### src/rtl/lsu_pkg.sv
// rtl/lsu_pkg.sv - shared encodings, state enum and error check for the load/store unit
package lsu_pkg;

  // Access size field lsu_op[1:0]
  localparam logic [1:0] SZ_B = 2'b00;
  localparam logic [1:0] SZ_H = 2'b01;
  localparam logic [1:0] SZ_W = 2'b10;
  localparam logic [1:0] SZ_X = 2'b11;

  // Flag bit positions inside lsu_op
  localparam int OP_UNS = 2;
  localparam int OP_ST  = 3;

  typedef enum logic [1:0] {
    S_IDLE = 2'b00,
    S_REQ  = 2'b01,
    S_RESP = 2'b10
  } state_t;

  // High when the op must not reach the bus: illegal size or misaligned address
  function automatic logic op_bad(input logic [3:0] op, input logic [1:0] addr_lo);
    logic bad;
    case (op[1:0])
      SZ_B:    bad = 1'b0;
      SZ_H:    bad = addr_lo[0];
      SZ_W:    bad = (addr_lo != 2'b00);
      default: bad = 1'b1;
    endcase
    return bad;
  endfunction

endpackage

### src/rtl/lsu_align.sv
// rtl/lsu_align.sv - store lane steering/byte mask and load extract/extend
module lsu_align
  import lsu_pkg::*;
(
  input  logic [3:0]  op,
  input  logic [1:0]  addr_lo,
  input  logic [31:0] wdata,
  input  logic [31:0] rdata,
  output logic [31:0] lane_wdata,
  output logic [3:0]  lane_mask,
  output logic [31:0] load_data
);

  logic [7:0]  byte_v;
  logic [15:0] half_v;

  // Replicate store data across lanes and enable only the addressed bytes
  always_comb begin
    lane_wdata = wdata;
    lane_mask  = 4'b0000;
    case (op[1:0])
      SZ_B: begin
        lane_wdata = {4{wdata[7:0]}};
        lane_mask  = 4'b0001 << addr_lo;
      end
      SZ_H: begin
        lane_wdata = {2{wdata[15:0]}};
        lane_mask  = 4'b0011 << addr_lo;
      end
      default: begin
        lane_wdata = wdata;
        lane_mask  = 4'b1111;
      end
    endcase
    if (!op[OP_ST]) begin
      lane_mask = 4'b0000;
    end
  end

  // Pick the addressed byte/half out of the read word and extend it
  always_comb begin
    byte_v    = 8'(rdata >> {addr_lo, 3'b000});
    half_v    = 16'(rdata >> {addr_lo[1], 4'b0000});
    load_data = rdata;
    case (op[1:0])
      SZ_B:    load_data = op[OP_UNS] ? {24'h0, byte_v} : {{24{byte_v[7]}}, byte_v};
      SZ_H:    load_data = op[OP_UNS] ? {16'h0, half_v} : {{16{half_v[15]}}, half_v};
      default: load_data = rdata;
    endcase
  end

endmodule

### src/rtl/lsu.sv
// rtl/lsu.sv - single-outstanding load/store unit between execute and write-back
module lsu
  import lsu_pkg::*;
#(
  parameter int ADDR_W = 32,
  parameter int DATA_W = 32
) (
  input  logic              clk,
  input  logic              rst_n,
  input  logic              in_valid,
  output logic              in_ready,
  input  logic [ADDR_W-1:0] addr_in,
  input  logic [DATA_W-1:0] wdata_in,
  input  logic [3:0]        lsu_op,
  input  logic [4:0]        rd_in,
  output logic              mem_req,
  output logic              mem_we,
  output logic [ADDR_W-1:0] mem_addr,
  output logic [DATA_W-1:0] mem_wdata,
  output logic [3:0]        mem_wmask,
  input  logic              mem_ack,
  input  logic [DATA_W-1:0] mem_rdata,
  output logic              out_valid,
  input  logic              out_ready,
  output logic [DATA_W-1:0] out_data,
  output logic [4:0]        out_rd,
  output logic              out_err
);

  state_t            state_q, state_d;
  logic [ADDR_W-1:0] addr_q;
  logic [DATA_W-1:0] wdata_q;
  logic [3:0]        op_q;
  logic [4:0]        rd_q;
  logic [DATA_W-1:0] data_q;
  logic              err_q;

  logic              accept;
  logic              capture;
  logic [31:0]       lane_wdata;
  logic [3:0]        lane_mask;
  logic [31:0]       load_data;

  lsu_align u_align (
    .op         (op_q),
    .addr_lo    (addr_q[1:0]),
    .wdata      (wdata_q),
    .rdata      (mem_rdata),
    .lane_wdata (lane_wdata),
    .lane_mask  (lane_mask),
    .load_data  (load_data)
  );

  // State register; reset drops mem_req at once since it decodes from state
  always_ff @(posedge clk or negedge rst_n) begin
    if (!rst_n) begin
      state_q <= S_IDLE;
    end else begin
      state_q <= state_d;
    end
  end

  // Next-state and handshake decode
  always_comb begin
    state_d   = state_q;
    in_ready  = 1'b0;
    mem_req   = 1'b0;
    out_valid = 1'b0;
    accept    = 1'b0;
    capture   = 1'b0;
    case (state_q)
      S_IDLE: begin
        in_ready = 1'b1;
        if (in_valid) begin
          accept  = 1'b1;
          state_d = op_bad(lsu_op, addr_in[1:0]) ? S_RESP : S_REQ;
        end
      end
      S_REQ: begin
        mem_req = 1'b1;
        if (mem_ack) begin
          capture = 1'b1;
          state_d = S_RESP;
        end
      end
      S_RESP: begin
        out_valid = 1'b1;
        if (out_ready) begin
          state_d = S_IDLE;
        end
      end
      default: state_d = S_IDLE;
    endcase
  end

  // Operation latches; result starts at zero so stores and errors report 0
  always_ff @(posedge clk or negedge rst_n) begin
    if (!rst_n) begin
      addr_q  <= '0;
      wdata_q <= '0;
      op_q    <= '0;
      rd_q    <= '0;
      data_q  <= '0;
      err_q   <= 1'b0;
    end else if (accept) begin
      addr_q  <= addr_in;
      wdata_q <= wdata_in;
      op_q    <= lsu_op;
      rd_q    <= rd_in;
      data_q  <= '0;
      err_q   <= op_bad(lsu_op, addr_in[1:0]);
    end else if (capture && !op_q[OP_ST]) begin
      data_q <= load_data;
    end
  end

  assign mem_addr  = {addr_q[ADDR_W-1:2], 2'b00};
  assign mem_wdata = lane_wdata;
  assign mem_we    = mem_req & op_q[OP_ST];
  assign mem_wmask = mem_req ? lane_mask : 4'b0000;
  assign out_data  = data_q;
  assign out_rd    = rd_q;
  assign out_err   = err_q;

endmodule

### config.mk
export PLATFORM = sky130hd
export DESIGN_NAME = lsu
export DESIGN_NICKNAME = d
export VERILOG_FILES = /design/src/rtl/lsu_pkg.sv /design/src/rtl/lsu_align.sv /design/src/rtl/lsu.sv
export SDC_FILE = /design/constraint.sdc
export NUM_CORES = 1
export LEC_CHECK = 0
export ABC_AREA = 1
export BUFFER_PORTS_ARGS = -buffer_cell sky130_fd_sc_hd__buf_2
export CORE_MARGIN = 3
export CORE_UTILIZATION = 45
export DETAILED_ROUTE_END_ITERATION = 7
export GPL_TIMING_DRIVEN = 0
export PLACE_DENSITY = 0.73
export SYNTH_ARGS = -nofsm -noshare
export SYNTH_HDL_FRONTEND = slang
export SYNTH_HIERARCHICAL = 1
export SYNTH_SLANG_ARGS = --single-unit
### constraint.sdc
create_clock -name clk -period 2.2 [get_ports clk]
set_clock_uncertainty 0.15 [all_clocks]
set_input_delay 0.44 -clock clk [delete_from_list [all_inputs] [get_ports clk]]
set_output_delay 0.44 -clock clk [all_outputs]
set_load 0.005 [all_outputs]
==> results.toml, run 1 <==
[drt]
firstDrtPassIters = 5
routedWlPerCell_um = 13.9
ant_nets = 0
drtIter0Drc = 403
avgViaCountPerCell = 4.65
drt-total-wl_um = 16700
vias = 5599
drc = 0

[sta]
rsz0062_at_grt = "yes"
slew_headroom_pct = 47.7
period_share_pct = 97.9
max_freq_mhz = 464
fin_crit_ns = 2.15
slew_violations = 0
hold_viol = 0
tightestPinTransition_ns = 0.784
setup_viol_count_final = 0

[clocking]
htreeDepth = 3
tritoncts = "done"
cts-root-buf = "clkbuf_16"
cts-buffers-inserted = 9
clk_path_buf_depth = 2
path_clk_slew_ns = 0.07
clock_latency_ns = 0.35
holdBufCountCts = 0
cts_sinks = 108

[global_route]
grt_pass1_wl_um = 26800
grt_max_degree = 60
antenna_found_initial = 1
grt_remaining_overflow = 0
grt_pass1_vias = 5445
track_usage_pct = 23.4

[layout]
finalNonFillerCells = 1203
areaGrowthSynthToFinish_pct = 31.3
fin_nets = 1136
n_antenna_cell = 0
n_fill_cell = 1241
drive_gt1_share_pct = 36.6

[yosys]
yosys_warnings = 6
synth.largest_area_cell = "dfrtp_1"
synth.distinct_cells = 26
postSynthCellCount = 778
ys_top_cells_by_area = "dfrtp_1 (46%), nand2_1 (24%), buf_4 (5.5%), inv_1 (4.5%), o21ai_2 (3.6%)"
avgSynthCellArea_um2 = 7.55
synth_top_area_share_pct = 46.0
ys_ff_latch = 108
synthesis.area_mm2 = 0.00587
synth_seq_area_share_pct = 46.0

[run]
max-cap-violations = 0

[floorplan]
dieWidth_um = 120
boundaryPins = 220
fp.coreArea_mm2 = 0.0127
dieArea_mm2 = 0.0145
die_height_um = 120
start_util_pct = 46.3
rows = 41

[pwr]
peakVddDrop_v = 0.000647
finalPower_mw = 10.4
p_leak_nw = 4.49
power_density_mw_per_mm2 = 1350

[worst_setup_path]
cp-start-kind = "register"
cpPeakStageDelay_ns = 0.36
path_class = "reg2out"
worstPathRequired_ns = 1.61
critical_path.cell_chain = "buf_6, nor2_4, buf_4, a221oi_2, inv_1, nor2_1, buf_2"
slowest_stage = "dfrtp_1"
path_buf_inv = 4
reg2reg_depth = 11
crit_arrival_ns = 1.56
end_kind = "primary output"
path_depth = 7
worst-path-max-fanout = 6
critPathTopFamily = "buffers and inverters"

[placed_design]
place.port_buffers = 217
globalplace.congestion = 0.923
place_hpwl_um = 12800
dp.cells = 1169

[hold_path]
hold_class = "in2async"

[status]
status = "completed"
==> final cells by class <==
cell class              count  area [um2]  area share [%]
plain buffers              74         598            7.76
flip-flops and latches    108        2710            35.1
multi-input cells         519        2330            30.2
well taps                 172         215            2.79
inverters                  75         303            3.93
repair buffers            239        1270            16.5
clock inverters             6        46.3           0.600
clock buffers              10         239            3.10
==> cell families after synthesis <==
logic type | after synthesis | share of synthesized area, %
AOI/OAI and AO/OA | 88 | 9.89
DFF | 108 | 46.0
and+or+nand+nor | 429 | 29.3
buffers and inverters | 152 | 14.7
other | 1 | 0.0639
==> power breakdown <==
part | total (mW) | leakage (nW) | internal (mW) | switching (mW)
Combinational | 5.45 | 2.97 | 2.54 | 2.91
Sequential | 3.36 | 1.38 | 2.79 | 0.565
Clock | 1.57 | 0.141 | 0.812 | 0.762
==> layer usage <==
layer  global-route usage, %  vias up  share of wire (%)
met4                    7.72        2                2.1
met5                       0        -              0.042
met1                    31.1     2539                 43
met2                    38.4      204                 47
li1                        -     2827                  -
met3                    4.86       27                7.8
==> final timing paths <==
path,start,endpoint,slack (ns)
max in group asynchronous,rst_n,op_q[0]$_DFFE_PN0P_,1.18
min reg2reg,addr_q[16]$_DFFE_PN0P_,addr_q[16]$_DFFE_PN0P_,0.33
min,rst_n,wdata_q[1]$_DFFE_PN0P_,0.006
max reg2reg,addr_q[0]$_DFFE_PN0P_,out_data[11]$_DFFE_PN0P_,0.26
max,op_q[1]$_DFFE_PN0P_,mem_wmask[3],0.05
min in group clk,wdata_in[17],wdata_q[17]$_DFFE_PN0P_,0.13
==> metrics by stage <==
step,area [um2],utilization [%],TNS [ns],setup slack (ns),hold slack (ns)
2_1_floorplan,5880,-,0,0.447,-0.00559
3_3_place_gp,7180,56.6,-83.45,-0.780,0.310
3_5_place_dp,7210,56.9,0,0.0645,0.315
4_1_cts,7610,60.1,-0.114,-0.108,0.0487
5_1_grt,7710,60.8,-0.0851,-0.0236,0.0694
6_report,7710,60.8,0,0.0453,0.00559
==> repair_timing <==
item	CTS	global route
pin swaps	3	5
endpoints found under the setup margin	26	15
gates resized for setup	16	19
buffers inserted	10	11
==> synth_stat cells <==
master	n
nand2_4	3
nor2_8	1
clkbuf_8	1
buf_6	14
a21oi_1	8
buf_2	13
nand3_2	2
a221oi_1	2
o21ai_1	8
nor2_1	25
dfrtp_1	108
nor2_4	3
o211ai_1	8
o21ai_2	24
a21oi_4	1
buf_4	43
o21ai_0	36
o21ai_4	1
inv_4	1
nand3_1	26
inv_1	70
nand2_1	368
inv_2	4
conb_1	1
clkbuf_1	6
or2_2	1
==> registers in the layout, indices dropped and copies added, names as in the netlist <==
signal,count
op_q,4
out_data,32
state_q,2
addr_q,32
out_err,1
wdata_q,32
out_rd,5
==> placed cells by master, fill, tap and decap left out, types with 9 or more instances in the layout <==
cell type / count
buf_6: 16
o21ai_1: 9
nand3_1: 26
inv_1: 69
dfrtp_1: 105
o21ai_2: 25
nor2_1: 24
o21ai_0: 34
buf_4: 66
nand2_1: 367
buf_2: 225
clkbuf_16: 9
Note: power is estimated with default switching activity, not from simulation.
==> run 2: changes to the inputs <==
--- a/config.mk
+++ b/config.mk
@@ -11,8 +11,7 @@
 export CORE_UTILIZATION = 45
 export DETAILED_ROUTE_END_ITERATION = 7
 export GPL_TIMING_DRIVEN = 0
-export PLACE_DENSITY = 0.73
+export PLACE_DENSITY = 0.74
 export SYNTH_ARGS = -nofsm -noshare
 export SYNTH_HDL_FRONTEND = slang
-export SYNTH_HIERARCHICAL = 1
 export SYNTH_SLANG_ARGS = --single-unit
==> run 2 against run 1 <==
Against the previous run: first-iteration DRC count down 12%; highest routed layer unchanged; utilization up 0.78 points; non-clock buffer count down 13; critical path type unchanged; clock power about the same; maximum frequency up 1.0%; critical path depth down 3; largest power group unchanged; critical endpoint is now mem_wmask[2]; largest cell class unchanged.
==> results.toml, run 2 <==
[global_route]
grt_remaining_overflow = 0
track_usage_pct = 23.9
grt_pass1_vias = 5072
antenna_found_initial = 1
grt_max_degree = 58
grt_pass1_wl_um = 25000

[drt]
vias = 5561
routedWlPerCell_um = 14.5
firstDrtPassIters = 5
drtIter0Drc = 354
drc = 0
avgViaCountPerCell = 4.90
ant_nets = 0
drt-total-wl_um = 16500

[yosys]
yosys_warnings = 0
yosysMostFrequentCell = "nand2_1"
avgSynthCellArea_um2 = 7.38
ys_top_cells_by_area = "dfrtp_1 (49%), nand2_1 (27%), buf_4 (6.5%), o21ai_0 (2.6%), inv_1 (2.2%)"
synthesis.area_mm2 = 0.00552
synth-edff-count = 0
synth.distinct_cells = 26
synth_seq_area_share_pct = 49.0
postSynthCellCount = 748
synth_top_area_share_pct = 49.0
synth.largest_area_cell = "dfrtp_1"
synth-main-ff-cell = "dfrtp_1"
ys_ff_latch = 108
synth_common_cells = "nand2_1 (400), dfrtp_1 (108), buf_4 (48)"
async_flop_share_pct = 100

[sta]
fin_ws_ns = 0.0676
max_freq_mhz = 469
whs_ns = 0.127
period_share_pct = 96.9
slew_headroom_pct = 54.4
final.setup.tns_ns = 0
setup_viol_count_final = 0
fin_crit_ns = 2.13
hold_viol = 0
tightestPinTransition_ns = 0.684
slew_violations = 0

[layout]
drive_gt1_share_pct = 33.0
final_common_cell = "nand2_1"
fin_util_pct = 61.6
final_cell_mix = "nand2_1 (400), buf_2 (225), dfrtp_1 (106), buf_4 (57), inv_1 (32)"
areaGrowthSynthToFinish_pct = 30.8
fin_nets = 1098
n_antenna_cell = 0

[placed_design]
place.port_buffers = 217
post-place-ws_ns = 0.0299
globalplace.congestion = 0.879
place_hpwl_um = 12400

[hold_path]
holdPathStages = 3
worstHoldStart = "wdata_in[3]"
holdPathEnd = "wdata_q[3]$_DFFE_PN0P_"
hold_class = "in2reg"

[pwr]
swShare_pct = 40.4
peakVddDrop_v = 0.000794
power_density_mw_per_mm2 = 1370
switchingPower_mw = 3.99
pwr-share-comb_pct = 50.0
p_leak_nw = 4.41
intPower_mw = 5.89
p_clk_share_pct = 16.2
seqPwrFrac_pct = 33.8

[floorplan]
dieWidth_um = 117
boundaryPins = 220
start_util_pct = 47.1
fp.coreArea_mm2 = 0.0117
dieArea_mm2 = 0.0136
die_height_um = 117
rows = 39

[worst_setup_path]
rrSetupSlack_ns = 0.47
r2r-start = "state_q[0]$_DFFE_PN0P_"
reg2reg_to = "wdata_q[24]$_DFFE_PN0P_"
cp-start-kind = "register"
crit_arrival_ns = 1.54
reg2reg_depth = 8
path_class = "reg2out"
worstPathRequired_ns = 1.61
end_kind = "primary output"
worst-path-max-fanout = 10

[status]
status = "completed"

[clocking]
cts-root-buf = "clkbuf_16"
cts_sinks = 108
cts-buffers-inserted = 9
htreeDepth = 3
tritoncts = "done"
clock_latency_ns = 0.35
clk_path_buf_depth = 2
path_clk_slew_ns = 0.07

[run]
max-cap-violations = 0
## run 2: repair_timing
action | in CTS | in global routing
pin swaps | 0 | 3
setup endpoints to repair | 25 | 28
resized for setup | 7 | 14
endpoints found under the hold margin | 2 | 0
hold buffers | 1 | 0
buffers inserted | 6 | 4
## run 2: metal layers
layer | routed length [um] | track usage [%]
met5 | 13 | 0
met4 | 352 | 8.87
met3 | 1480 | 6.01
met2 | 7680 | 38.0
met1 | 6960 | 31.6
## run 2: worst max-delay path: stages, from the launching register on
cell and delay (ns):
dfrtp_2 0.44, clkbuf_4 0.23, nor2_1 0.07, a221oi_1 0.28, buf_2 0.17
## run 2: worst max-delay path by stage
stage                                  endpoint                  start  cells past startpoint
after floorplan                   mem_wdata[26]    op_q[0]$_DFFE_PN0P_                      7
after global placement    out_rd[3]$_DFFE_PN0P_                  rst_n                      1
after detailed placement          mem_wdata[30]    op_q[0]$_DFFE_PN0P_                      8
after CTS                          mem_wmask[2]  addr_q[1]$_DFFE_PN0P_                      4
after global routing               mem_wmask[2]  addr_q[1]$_DFFE_PN0P_                      4
final                              mem_wmask[2]  addr_q[1]$_DFFE_PN0P_                      4
## run 2: final cells by class
type                    instances  area [um2]
well taps                     143         179
flip-flops and latches        108        2710
repair buffers                229        1200
multi-input cells             527        2200
fillers                      1101        4490
plain buffers                  71         487
inverters                      42         163
clock inverters                 4        48.8
clock buffers                  11         233
## run 2: stage by stage
stage                     total power, mW  area (um2)  cells
after detailed placement             8.10        6820   1110
after global placement               8.03        6790   1109
after floorplan                      6.21        5520    749
final                                9.88        7220   1135
after CTS                            9.87        7180   1132
after global routing                 10.7        7220   1135
## run 2: cells by family after synthesis
family          after synthesis  share of synthesized area [%]
compound gates               68                           6.85
buf+inv                     114                           11.4
flops                       108                           49.0
other cells                   1                         0.0680
simple gates                457                           32.7
## run 2: power groups by stage
stage	sequential, mW	clock (mW)	combinational [mW]
2_1_floorplan	3.26	0	2.95
3_3_place_gp	3.36	0	4.67
3_5_place_dp	3.36	0	4.74
4_1_cts	3.34	1.63	4.90
5_1_grt	3.44	1.72	5.53
6_report	3.34	1.60	4.94
